## src/rtl/pipe_stall_ctrl_if.sv

```systemverilog
// Handshake bundle between the stall controller and the 5-stage datapath.
// The controller side (master) drives the enables, flushes, the data memory
// request and the timeout flag. The datapath side (slave) supplies the
// hazard and memory status bits.
interface pipe_stall_ctrl_if;
  // Datapath -> controller
  logic       idex_mem_rd;
  logic [4:0] idex_rd;
  logic [4:0] ifid_rs1;
  logic [4:0] ifid_rs2;
  logic       branch_taken;
  logic       exmem_valid;
  logic       exmem_mem_rd;
  logic       exmem_mem_wr;
  logic       dmem_ready;

  // Controller -> datapath
  logic       dmem_req;
  logic       pc_en;
  logic       ifid_en;
  logic       idex_en;
  logic       exmem_en;
  logic       ifid_flush;
  logic       idex_flush;
  logic       memwb_flush;
  logic       mem_timeout;

  modport master (
    input  idex_mem_rd, idex_rd, ifid_rs1, ifid_rs2, branch_taken,
           exmem_valid, exmem_mem_rd, exmem_mem_wr, dmem_ready,
    output dmem_req, pc_en, ifid_en, idex_en, exmem_en,
           ifid_flush, idex_flush, memwb_flush, mem_timeout
  );

  modport slave (
    output idex_mem_rd, idex_rd, ifid_rs1, ifid_rs2, branch_taken,
           exmem_valid, exmem_mem_rd, exmem_mem_wr, dmem_ready,
    input  dmem_req, pc_en, ifid_en, idex_en, exmem_en,
           ifid_flush, idex_flush, memwb_flush, mem_timeout
  );
endinterface

```

## src/rtl/pipe_stall_ctrl.sv

```systemverilog
// Central pipeline sequencer for the 5-stage RISC-V core.
// Produces PC / pipeline-register enables and flushes from load-use hazards,
// taken branches and a multi-cycle data memory handshake with timeout.
// Controls are combinational from state and inputs; state, wait counter and
// the sticky timeout flag are registered. Reset is synchronous, active-high.
// Optional stall performance counters are built when PIPE_STALL_CNT_EN is
// defined.
module pipe_stall_ctrl #(
  parameter int unsigned MEM_TIMEOUT = 16,
  parameter int unsigned CNT_W       = 32
) (
  input  logic                 clk,
  input  logic                 rst,
  pipe_stall_ctrl_if.master    bus
`ifdef PIPE_STALL_CNT_EN
  ,
  output logic [CNT_W-1:0]     stall_mem_cnt,
  output logic [CNT_W-1:0]     stall_lu_cnt
`endif
);

  // A zero timeout disables the check but still needs a 1-bit counter.
  localparam int unsigned WAIT_W = (MEM_TIMEOUT == 0) ? 1 : $clog2(MEM_TIMEOUT + 1);

  typedef enum logic [1:0] {
    RUN      = 2'd0,
    MEM_WAIT = 2'd1,
    ERR      = 2'd2
  } state_e;

  state_e            state_q, state_d;
  logic [WAIT_W-1:0] wait_cnt_q, wait_cnt_d;
  logic              mem_timeout_q, mem_timeout_d;

  logic mem_acc;
  logic lu_haz;

  // Controls for a cycle in which memory is not holding the pipeline.
  logic flow_pc_en, flow_ifid_en, flow_ifid_flush, flow_idex_flush, flow_lu;

  // Combinational control outputs.
  logic dmem_req_c, pc_en_c, ifid_en_c, idex_en_c, exmem_en_c;
  logic ifid_flush_c, idex_flush_c, memwb_flush_c;
  logic lu_bubble_c;

  // Hazard and memory-access decode from the pipeline control bits.
  always_comb begin
    mem_acc = bus.exmem_valid & (bus.exmem_mem_rd | bus.exmem_mem_wr);
    lu_haz  = bus.idex_mem_rd & (bus.idex_rd != 5'd0) &
              ((bus.idex_rd == bus.ifid_rs1) | (bus.idex_rd == bus.ifid_rs2));
  end

  // Branch squash beats the load-use bubble: both younger instructions die anyway.
  always_comb begin
    flow_pc_en      = 1'b1;
    flow_ifid_en    = 1'b1;
    flow_ifid_flush = 1'b0;
    flow_idex_flush = 1'b0;
    flow_lu         = 1'b0;
    if (bus.branch_taken) begin
      flow_ifid_flush = 1'b1;
      flow_idex_flush = 1'b1;
    end else if (lu_haz) begin
      flow_pc_en      = 1'b0;
      flow_ifid_en    = 1'b0;
      flow_idex_flush = 1'b1;
      flow_lu         = 1'b1;
    end
  end

  // Next-state and control outputs.
  always_comb begin
    state_d       = state_q;
    wait_cnt_d    = wait_cnt_q;
    dmem_req_c    = 1'b0;
    pc_en_c       = 1'b0;
    ifid_en_c     = 1'b0;
    idex_en_c     = 1'b0;
    exmem_en_c    = 1'b0;
    ifid_flush_c  = 1'b0;
    idex_flush_c  = 1'b0;
    memwb_flush_c = 1'b0;
    lu_bubble_c   = 1'b0;

    if (rst) begin
      ifid_flush_c  = 1'b1;
      idex_flush_c  = 1'b1;
      memwb_flush_c = 1'b1;
      state_d       = RUN;
      wait_cnt_d    = '0;
    end else begin
      case (state_q)
        RUN: begin
          dmem_req_c = mem_acc;
          if (mem_acc && !bus.dmem_ready) begin
            memwb_flush_c = 1'b1;
            state_d       = MEM_WAIT;
            wait_cnt_d    = WAIT_W'(1);
          end else begin
            pc_en_c      = flow_pc_en;
            ifid_en_c    = flow_ifid_en;
            idex_en_c    = 1'b1;
            exmem_en_c   = 1'b1;
            ifid_flush_c = flow_ifid_flush;
            idex_flush_c = flow_idex_flush;
            lu_bubble_c  = flow_lu;
          end
        end
        MEM_WAIT: begin
          dmem_req_c = 1'b1;
          if (bus.dmem_ready) begin
            pc_en_c      = flow_pc_en;
            ifid_en_c    = flow_ifid_en;
            idex_en_c    = 1'b1;
            exmem_en_c   = 1'b1;
            ifid_flush_c = flow_ifid_flush;
            idex_flush_c = flow_idex_flush;
            lu_bubble_c  = flow_lu;
            state_d      = RUN;
            wait_cnt_d   = '0;
          end else begin
            memwb_flush_c = 1'b1;
            wait_cnt_d    = wait_cnt_q + WAIT_W'(1);
            if ((MEM_TIMEOUT != 0) && (wait_cnt_q == WAIT_W'(MEM_TIMEOUT))) begin
              state_d = ERR;
            end
          end
        end
        ERR: begin
          memwb_flush_c = 1'b1;
        end
        default: begin
          memwb_flush_c = 1'b1;
          state_d       = RUN;
          wait_cnt_d    = '0;
        end
      endcase
    end
  end

  // Sticky error flag: set on entry to ERR, cleared only by reset.
  always_comb begin
    mem_timeout_d = rst ? 1'b0 : (mem_timeout_q | (state_d == ERR));
  end

  // State, wait counter and error flag registers (reset folded into _d).
  always_ff @(posedge clk) begin
    state_q       <= state_d;
    wait_cnt_q    <= wait_cnt_d;
    mem_timeout_q <= mem_timeout_d;
  end

  // Drive the datapath-facing controls.
  always_comb begin
    bus.dmem_req    = dmem_req_c;
    bus.pc_en       = pc_en_c;
    bus.ifid_en     = ifid_en_c;
    bus.idex_en     = idex_en_c;
    bus.exmem_en    = exmem_en_c;
    bus.ifid_flush  = ifid_flush_c;
    bus.idex_flush  = idex_flush_c;
    bus.memwb_flush = memwb_flush_c;
    bus.mem_timeout = mem_timeout_q & ~rst;
  end

`ifdef PIPE_STALL_CNT_EN
  logic [CNT_W-1:0] stall_mem_cnt_q, stall_mem_cnt_d;
  logic [CNT_W-1:0] stall_lu_cnt_q, stall_lu_cnt_d;

  // Saturating stall counters: frozen-EX/MEM cycles and load-use bubbles.
  always_comb begin
    stall_mem_cnt_d = stall_mem_cnt_q;
    stall_lu_cnt_d  = stall_lu_cnt_q;
    if (rst) begin
      stall_mem_cnt_d = '0;
      stall_lu_cnt_d  = '0;
    end else begin
      if (!exmem_en_c && (stall_mem_cnt_q != {CNT_W{1'b1}})) begin
        stall_mem_cnt_d = stall_mem_cnt_q + CNT_W'(1);
      end
      if (lu_bubble_c && (stall_lu_cnt_q != {CNT_W{1'b1}})) begin
        stall_lu_cnt_d = stall_lu_cnt_q + CNT_W'(1);
      end
    end
  end

  // Counter registers.
  always_ff @(posedge clk) begin
    stall_mem_cnt_q <= stall_mem_cnt_d;
    stall_lu_cnt_q  <= stall_lu_cnt_d;
  end

  assign stall_mem_cnt = stall_mem_cnt_q;
  assign stall_lu_cnt  = stall_lu_cnt_q;
`else
  // CNT_W only shapes the optional counters.
  if (CNT_W == 0) begin : g_cnt_w_unused
  end
`endif

endmodule

```

## src/flat_wrapper.sv

```systemverilog
// flat-port wrapper written by rule: the top's interface ports become plain ports
module pipe_stall_ctrl_flat 
#(
  parameter int unsigned MEM_TIMEOUT = 16,
  parameter int unsigned CNT_W       = 32
)
  (clk, rst, bus_idex_mem_rd, bus_idex_rd, bus_ifid_rs1, bus_ifid_rs2, bus_branch_taken, bus_exmem_valid, bus_exmem_mem_rd, bus_exmem_mem_wr, bus_dmem_ready, bus_dmem_req, bus_pc_en, bus_ifid_en, bus_idex_en, bus_exmem_en, bus_ifid_flush, bus_idex_flush, bus_memwb_flush, bus_mem_timeout);
  pipe_stall_ctrl_if bus_i ();
  input  logic clk;
  input  logic rst;
  input wire logic [$bits(bus_i.idex_mem_rd)-1:0] bus_idex_mem_rd;
  input wire logic [$bits(bus_i.idex_rd)-1:0] bus_idex_rd;
  input wire logic [$bits(bus_i.ifid_rs1)-1:0] bus_ifid_rs1;
  input wire logic [$bits(bus_i.ifid_rs2)-1:0] bus_ifid_rs2;
  input wire logic [$bits(bus_i.branch_taken)-1:0] bus_branch_taken;
  input wire logic [$bits(bus_i.exmem_valid)-1:0] bus_exmem_valid;
  input wire logic [$bits(bus_i.exmem_mem_rd)-1:0] bus_exmem_mem_rd;
  input wire logic [$bits(bus_i.exmem_mem_wr)-1:0] bus_exmem_mem_wr;
  input wire logic [$bits(bus_i.dmem_ready)-1:0] bus_dmem_ready;
  output wire logic [$bits(bus_i.dmem_req)-1:0] bus_dmem_req;
  output wire logic [$bits(bus_i.pc_en)-1:0] bus_pc_en;
  output wire logic [$bits(bus_i.ifid_en)-1:0] bus_ifid_en;
  output wire logic [$bits(bus_i.idex_en)-1:0] bus_idex_en;
  output wire logic [$bits(bus_i.exmem_en)-1:0] bus_exmem_en;
  output wire logic [$bits(bus_i.ifid_flush)-1:0] bus_ifid_flush;
  output wire logic [$bits(bus_i.idex_flush)-1:0] bus_idex_flush;
  output wire logic [$bits(bus_i.memwb_flush)-1:0] bus_memwb_flush;
  output wire logic [$bits(bus_i.mem_timeout)-1:0] bus_mem_timeout;
  assign bus_i.idex_mem_rd = bus_idex_mem_rd;
  assign bus_i.idex_rd = bus_idex_rd;
  assign bus_i.ifid_rs1 = bus_ifid_rs1;
  assign bus_i.ifid_rs2 = bus_ifid_rs2;
  assign bus_i.branch_taken = bus_branch_taken;
  assign bus_i.exmem_valid = bus_exmem_valid;
  assign bus_i.exmem_mem_rd = bus_exmem_mem_rd;
  assign bus_i.exmem_mem_wr = bus_exmem_mem_wr;
  assign bus_i.dmem_ready = bus_dmem_ready;
  assign bus_dmem_req = bus_i.dmem_req;
  assign bus_pc_en = bus_i.pc_en;
  assign bus_ifid_en = bus_i.ifid_en;
  assign bus_idex_en = bus_i.idex_en;
  assign bus_exmem_en = bus_i.exmem_en;
  assign bus_ifid_flush = bus_i.ifid_flush;
  assign bus_idex_flush = bus_i.idex_flush;
  assign bus_memwb_flush = bus_i.memwb_flush;
  assign bus_mem_timeout = bus_i.mem_timeout;
  pipe_stall_ctrl #(.MEM_TIMEOUT(MEM_TIMEOUT), .CNT_W(CNT_W)) u_core (.clk(clk), .rst(rst), .bus(bus_i));
endmodule
```

## config.mk

```make
export PLATFORM = sky130hd
export DESIGN_NAME = pipe_stall_ctrl_flat
export DESIGN_NICKNAME = d
export VERILOG_FILES = /design/src/rtl/pipe_stall_ctrl_if.sv /design/src/rtl/pipe_stall_ctrl.sv /design/src/flat_wrapper.sv
export SDC_FILE = /design/constraint.sdc
export NUM_CORES = 1
export LEC_CHECK = 0
export ABC_AREA = 0
export ABC_CLOCK_PERIOD_IN_PS = 3260
export CORE_MARGIN = 2
export CORE_UTILIZATION = 41
export CTS_CLUSTER_SIZE = 30
export DETAILED_ROUTE_END_ITERATION = 12
export PLACE_DENSITY = 0.93
export SLEW_MARGIN = 15
export SYNTH_ARGS = -nofsm -noshare
export SYNTH_HDL_FRONTEND = slang
export SYNTH_SLANG_ARGS = --single-unit
```

## constraint.sdc

```tcl
create_clock -name clk -period 3.26 [get_ports clk]
set_clock_uncertainty 0.2 [all_clocks]
set_input_delay 0.326 -clock clk [delete_from_list [all_inputs] [get_ports clk]]
set_output_delay 0.326 -clock clk [all_outputs]
set_load 0.02 [all_outputs]
```

# After elaboration in Yosys (flattened, before gate mapping)
# Index checks and enable logic that the tools add are counted.
dict set report classes {
  add_sub_neg 1
  muxes 35
  n_reduce_logical 5
  n_eq_ne 7
  bitwise 9
}
# operator count
set op_table {}
lappend op_table {{1-bit 2-to-1 mux} 21}
lappend op_table {{5-bit case mux with 3 select lines} 1}
lappend op_table {{1-bit case mux with 2 select lines} 6}
lappend op_table {{5-bit equality test} 2}
lappend op_table {{5-bit 2-to-1 mux} 2}
lappend op_table {{2-bit 2-to-1 mux} 4}
lappend op_table {{2-bit case mux with 3 select lines} 1}
lappend op_table {{5-bit by 1-bit adder with 5-bit output, second input constant} 1}
lappend op_table {{5-bit equality test, second input constant} 1}
lappend op_table {{5-bit nonzero test} 1}
lappend op_table {{1-bit AND} 4}
lappend op_table {{2-bit equality test, second input constant} 2}
lappend op_table {{1-bit OR} 3}
lappend op_table {{2-bit by 1-bit equality test with 1-bit output, second input constant} 1}
lappend op_table {{2-bit logical NOT} 1}
lappend op_table {{2-bit by 1-bit != test with 1-bit output, second input constant} 1}
lappend op_table {{1-bit inverter} 2}
lappend op_table {{2-bit AND reduction} 1}
lappend op_table {{1-bit logical AND} 1}
lappend op_table {{1-bit logical NOT} 1}
dict set report totals {
  ff_bits 8
  input_bits 23
  word_cells 60
  output_inout_bits 9
}

# Depth between registers and ports, before layout
dict set report logic_depth {
  ltp_word 8
  depth_mapped 6
  depth_no_buf 6
}

# Least setup slack after synthesis
# No wires, ideal clock.
dict set report synth_path {
  kind {input to output}
  startpoint {input port bus_exmem_mem_wr}
  endpoint {output port bus_pc_en}
  t_arrival_ns 2.167
  t_required_ns 2.734
  cell_stages 6
  setup_slack_ns 0.567
  path_buffers 1
  cell_sequence {o21ai_1 a21oi_2 nor3_1 inv_1 a21oi_1 buf_4}
}
dict set report synth_via {
  elab_chain_len 6
}
# item line_no
set synth_lines {}
lappend synth_lines {{from (decl)} flat_wrapper.sv:18} ;# input wire logic [$bits(bus_i.exmem_mem_wr)-1:0] bus_exmem_mem_wr;
lappend synth_lines {{1-bit OR} pipe_stall_ctrl.sv:48} ;# mem_acc = bus.exmem_valid & (bus.exmem_mem_rd | bus.exmem_mem_wr);
lappend synth_lines {{1-bit AND} pipe_stall_ctrl.sv:48}
lappend synth_lines {{1-bit logical AND} pipe_stall_ctrl.sv:95} ;# if (mem_acc && !bus.dmem_ready) begin
lappend synth_lines {{1-bit 2-to-1 mux} -}
lappend synth_lines {{1-bit case mux with 2 select lines} -}
lappend synth_lines {{1-bit 2-to-1 mux} -}
lappend synth_lines {{to (decl)} flat_wrapper.sv:21} ;# output wire logic [$bits(bus_i.pc_en)-1:0] bus_pc_en;
# No other way between the ends.

# Worst setup path in the final report
dict set report layout_path {
  startpoint {input port bus_idex_rd[1]}
  endpoint {output port bus_idex_flush}
}
dict set report layout_via {
  elab_chain_len 8
  word_cells_on_any_way 12
  classes_between {eq/ne: 2; mux: 6; bitwise: 3; reduce/logical: 1}
}
# item line_no
set layout_lines {}
lappend layout_lines {{from (decl)} flat_wrapper.sv:12} ;# input wire logic [$bits(bus_i.idex_rd)-1:0] bus_idex_rd;
lappend layout_lines {{5-bit equality test / 5-bit nonzero test (equally long branches)} {pipe_stall_ctrl.sv:50, pipe_stall_ctrl.sv:49}}
lappend layout_lines {{1-bit OR / 1-bit AND (equally long branches)} {pipe_stall_ctrl.sv:50, pipe_stall_ctrl.sv:49}}
lappend layout_lines {{1-bit AND *} pipe_stall_ctrl.sv:49} ;# lu_haz = bus.idex_mem_rd & (bus.idex_rd != 5'd0) &
lappend layout_lines {{1-bit 2-to-1 mux *} pipe_stall_ctrl.sv:63} ;# end else if (lu_haz) begin
lappend layout_lines {{1-bit 2-to-1 mux *} pipe_stall_ctrl.sv:60} ;# if (bus.branch_taken) begin
lappend layout_lines {{1-bit 2-to-1 mux, on equally long branches} {pipe_stall_ctrl.sv:111, pipe_stall_ctrl.sv:95}}
lappend layout_lines {{1-bit case mux with 2 select lines *} pipe_stall_ctrl.sv:92} ;# case (state_q)
lappend layout_lines {{1-bit 2-to-1 mux *} pipe_stall_ctrl.sv:85} ;# if (rst) begin
lappend layout_lines {{to (decl)} flat_wrapper.sv:26} ;# output wire logic [$bits(bus_i.idex_flush)-1:0] bus_idex_flush;
# Mark *: on every way between the ends. The rest lies on a longest branch, timed or not.

==> results.json <==
{
  "outcome": "completed",
  "io_pins": 32,
  "ir_worst_vdd_mv": 0.143,
  "syn_area_per_cell_sq_um": 7.85,
  "slowest_stage": "or4_4",
  "drc_errors": 0,
  "totalWireLength_um": 1600,
  "synth_area_sq_um": 604,
  "worstSetupStartpointType": "input port",
  "overflow": 0,
  "hp-class": "flip-flop to flip-flop",
  "cts_buffers": 3,
  "path_max_fanout": 3,
  "dp_hpwl_um": 1330,
  "drt_iter0_drc": 8,
  "synthAdderAreaFrac_pct": 4.14,
  "antenna_cells": 0,
  "grt_pass1_wl_um": 2530,
  "die_y_um": 42.4,
  "reg2reg_slack_ns": 1.64,
  "synth_warnings": 0,
  "routedWlPerCell_um": 13.0,
  "die_w_um": 42.4,
  "critPathKind": "input port to primary output",
  "cts_hold_buf": 0,
  "final_nets": 135,
  "start_util_pct": 45.3,
  "crit_chain": "clkdlybuf4s50_1, or4_4, o21ai_2, nor3_1, a221o_1, clkdlybuf4s50_1",
  "cts_tree": "done",
  "h-tree-depth": 1,
  "synth_compound_area_share_pct": 22.4,
  "dr.pass1.iters": 4,
  "synth-xor-area-share_pct": 14.5,
  "maxSlewHeadroom_pct": 70.6,
  "clock_latency_ns": 0.26,
  "period_minus_slack_ns": 2.95,
  "fill_cells": 116,
  "finalNonFillerCells": 123,
  "area_delta_synth_final_pct": 55.5,
  "gp_congestion": 0.817,
  "synthTopCellsByCount": "10 x xnor2_1, 8 x dfxtp_1, 7 x a21oi_1, 7 x nor2_1",
  "tns_ns": 0,
  "rsz0062_at_grt": "no",
  "yosys-top-cells-area": "dfxtp_1 27%, xnor2_1 14%, a21oi_1 5.8%",
  "synth-seq-cells": 8,
  "critPathCaptureType": "primary output",
  "yosysMostFrequentCell": "xnor2_1",
  "cts_setup_buffers": 0,
  "fmax_mhz": 338,
  "hold_viol_final": 0,
  "place_ws_ns": 0.308,
  "power.density_nw_per_um2": 291,
  "clock_path_buffers": 2,
  "ctsResizeCount": 0,
  "synth_top_family_by_area": "simple AND/OR/NAND/NOR gates",
  "grt_usage_pct": 19.0,
  "finalSetupViolCount": 0,
  "path_clk_slew_ns": 0.05,
  "grt_max_degree": 12,
  "arrival_ns": 2.43,
  "antenna_found_initial": 0,
  "routed_via_density": 5.44,
  "place_area_sq_um": 917,
  "slowest_delay_ns": 0.55,
  "drv_slew": 0,
  "finalPower_mw": 0.273,
  "grt_pass1_vias": 668,
  "cts_root_buffer": "clkbuf_4",
  "num_vias": 669,
  "final.period_utilization_pct": 90.6,
  "synth-main-ff-cell": "dfxtp_1",
  "clock-sinks": 8,
  "synth_cells": 77,
  "antenna_left": 0,
  "worstPathRequired_ns": 2.73,
  "multiInputGateArea_sq_um": 405,
  "ys_async_sr_fraction_pct": 0,
  "timing.max_cap.violations": 0,
  "synth_edf_count": 0,
  "power_leakage_nw": 0.329,
  "setup_ws_ns": 0.305,
  "yosysUniqueCellTypes": 34,
  "seqCellArea_sq_um": 160,
  "core_area_sq_um": 1330,
  "worstMarginPinSlew_ns": 0.441,
  "yosys-mux-area-fraction_pct": 0,
  "rows": 13,
  "port_buffers": 31,
  "synth_area_leader_cell": "dfxtp_1",
  "drive_above_1_share_pct": 7.41,
  "dp.cells": 120,
  "design_area_sq_um": 940,
  "die_area_sq_um": 1800,
  "ys_seq_area_share_pct": 26.5,
  "syn-num-nets": 102,
  "yosysTopAreaCellShare_pct": 26.5,
  "synth-simple-area-share_pct": 26.1,
  "crit_top_cell": "clkdlybuf4s50_1"
}
cell families (layout without fill, tap and decap cells):
logic type | after synthesis | in the layout
AO/OA/AOI/OAI | 21 | 21
buffers and inverters | 8 | 39
adder cells (fa/ha/maj) | 2 | 2
XOR/XNOR | 10 | 10
AND/OR/NAND/NOR | 28 | 28
flip-flops | 8 | 8
layer usage:
layer  GRT usage (%)  up-vias  part of all wire [%]
met5               0        -                     0
met4            16.9        0                   2.6
met3            4.31        4                   7.6
met2            34.5       27                    53
met1            17.2      302                    37
li1                -      336                     -
cell type report:
class / count / area share [%]
sequential: 8 / 17.0
multi-input combinational: 61 / 43.1
clock buffer: 3 / 2.40
inverter: 4 / 1.60
tap: 15 / 2.00
timing repair buffer: 32 / 33.8
stage by stage:
stage	util (%)	hold WS, ns
after floorplan	-	0.205
final	70.5	0.308
after global routing	70.5	0.353
after detailed placement	68.8	0.299
after CTS	70.5	0.308
after global placement	68.8	0.280
flip-flops by register name, summed over array words and instances (netlist names):
name	count
u_core.state_q	2
u_core.mem_timeout_q	1
u_core.wait_cnt_q	5
layout by cell type, fill, tap and decap left out, types with 2 or more instances in the layout:
| master | instances |
|---|---|
| clkdlybuf4s50_1 | 31 |
| o21ai_1 | 4 |
| ha_1 | 2 |
| nor2_1 | 7 |
| or3_1 | 2 |
| nand3_1 | 4 |
| and2_1 | 2 |
| a21oi_1 | 7 |
| inv_1 | 3 |
| nand2_1 | 3 |
| clkbuf_4 | 3 |
| xnor2_1 | 10 |
| dfxtp_1 | 8 |
| nor3_1 | 2 |
path summary, 6_finish.rpt:
| check | from | end | depth (start not counted) |
|---|---|---|---|
| worst max-delay path | bus_idex_rd[1] | bus_idex_flush | 6 |
| worst min-delay path | u_core.wait_cnt_q[4]$_SDFFE_PP0P_ | u_core.wait_cnt_q[4]$_SDFFE_PP0P_ | 2 |
| worst max register to register | u_core.state_q[0]$_DFF_P_ | u_core.wait_cnt_q[3]$_SDFFE_PP0P_ | 3 |
| worst min register to register | u_core.wait_cnt_q[4]$_SDFFE_PP0P_ | u_core.wait_cnt_q[4]$_SDFFE_PP0P_ | 2 |
where the power goes:
group | switching (mW) | internal (mW)
clock | 0.0350 | 0.0422
sequential | 0.00215 | 0.0996
combinational | 0.0404 | 0.0538
total | 0.0775 | 0.196
worst max-delay path: cells and delay by family:
family	cells	cell delay (ns)
buf+inv	2	1.02
simple gates	2	0.62
compound gates	2	0.46
(Power assumes the default switching activity.)
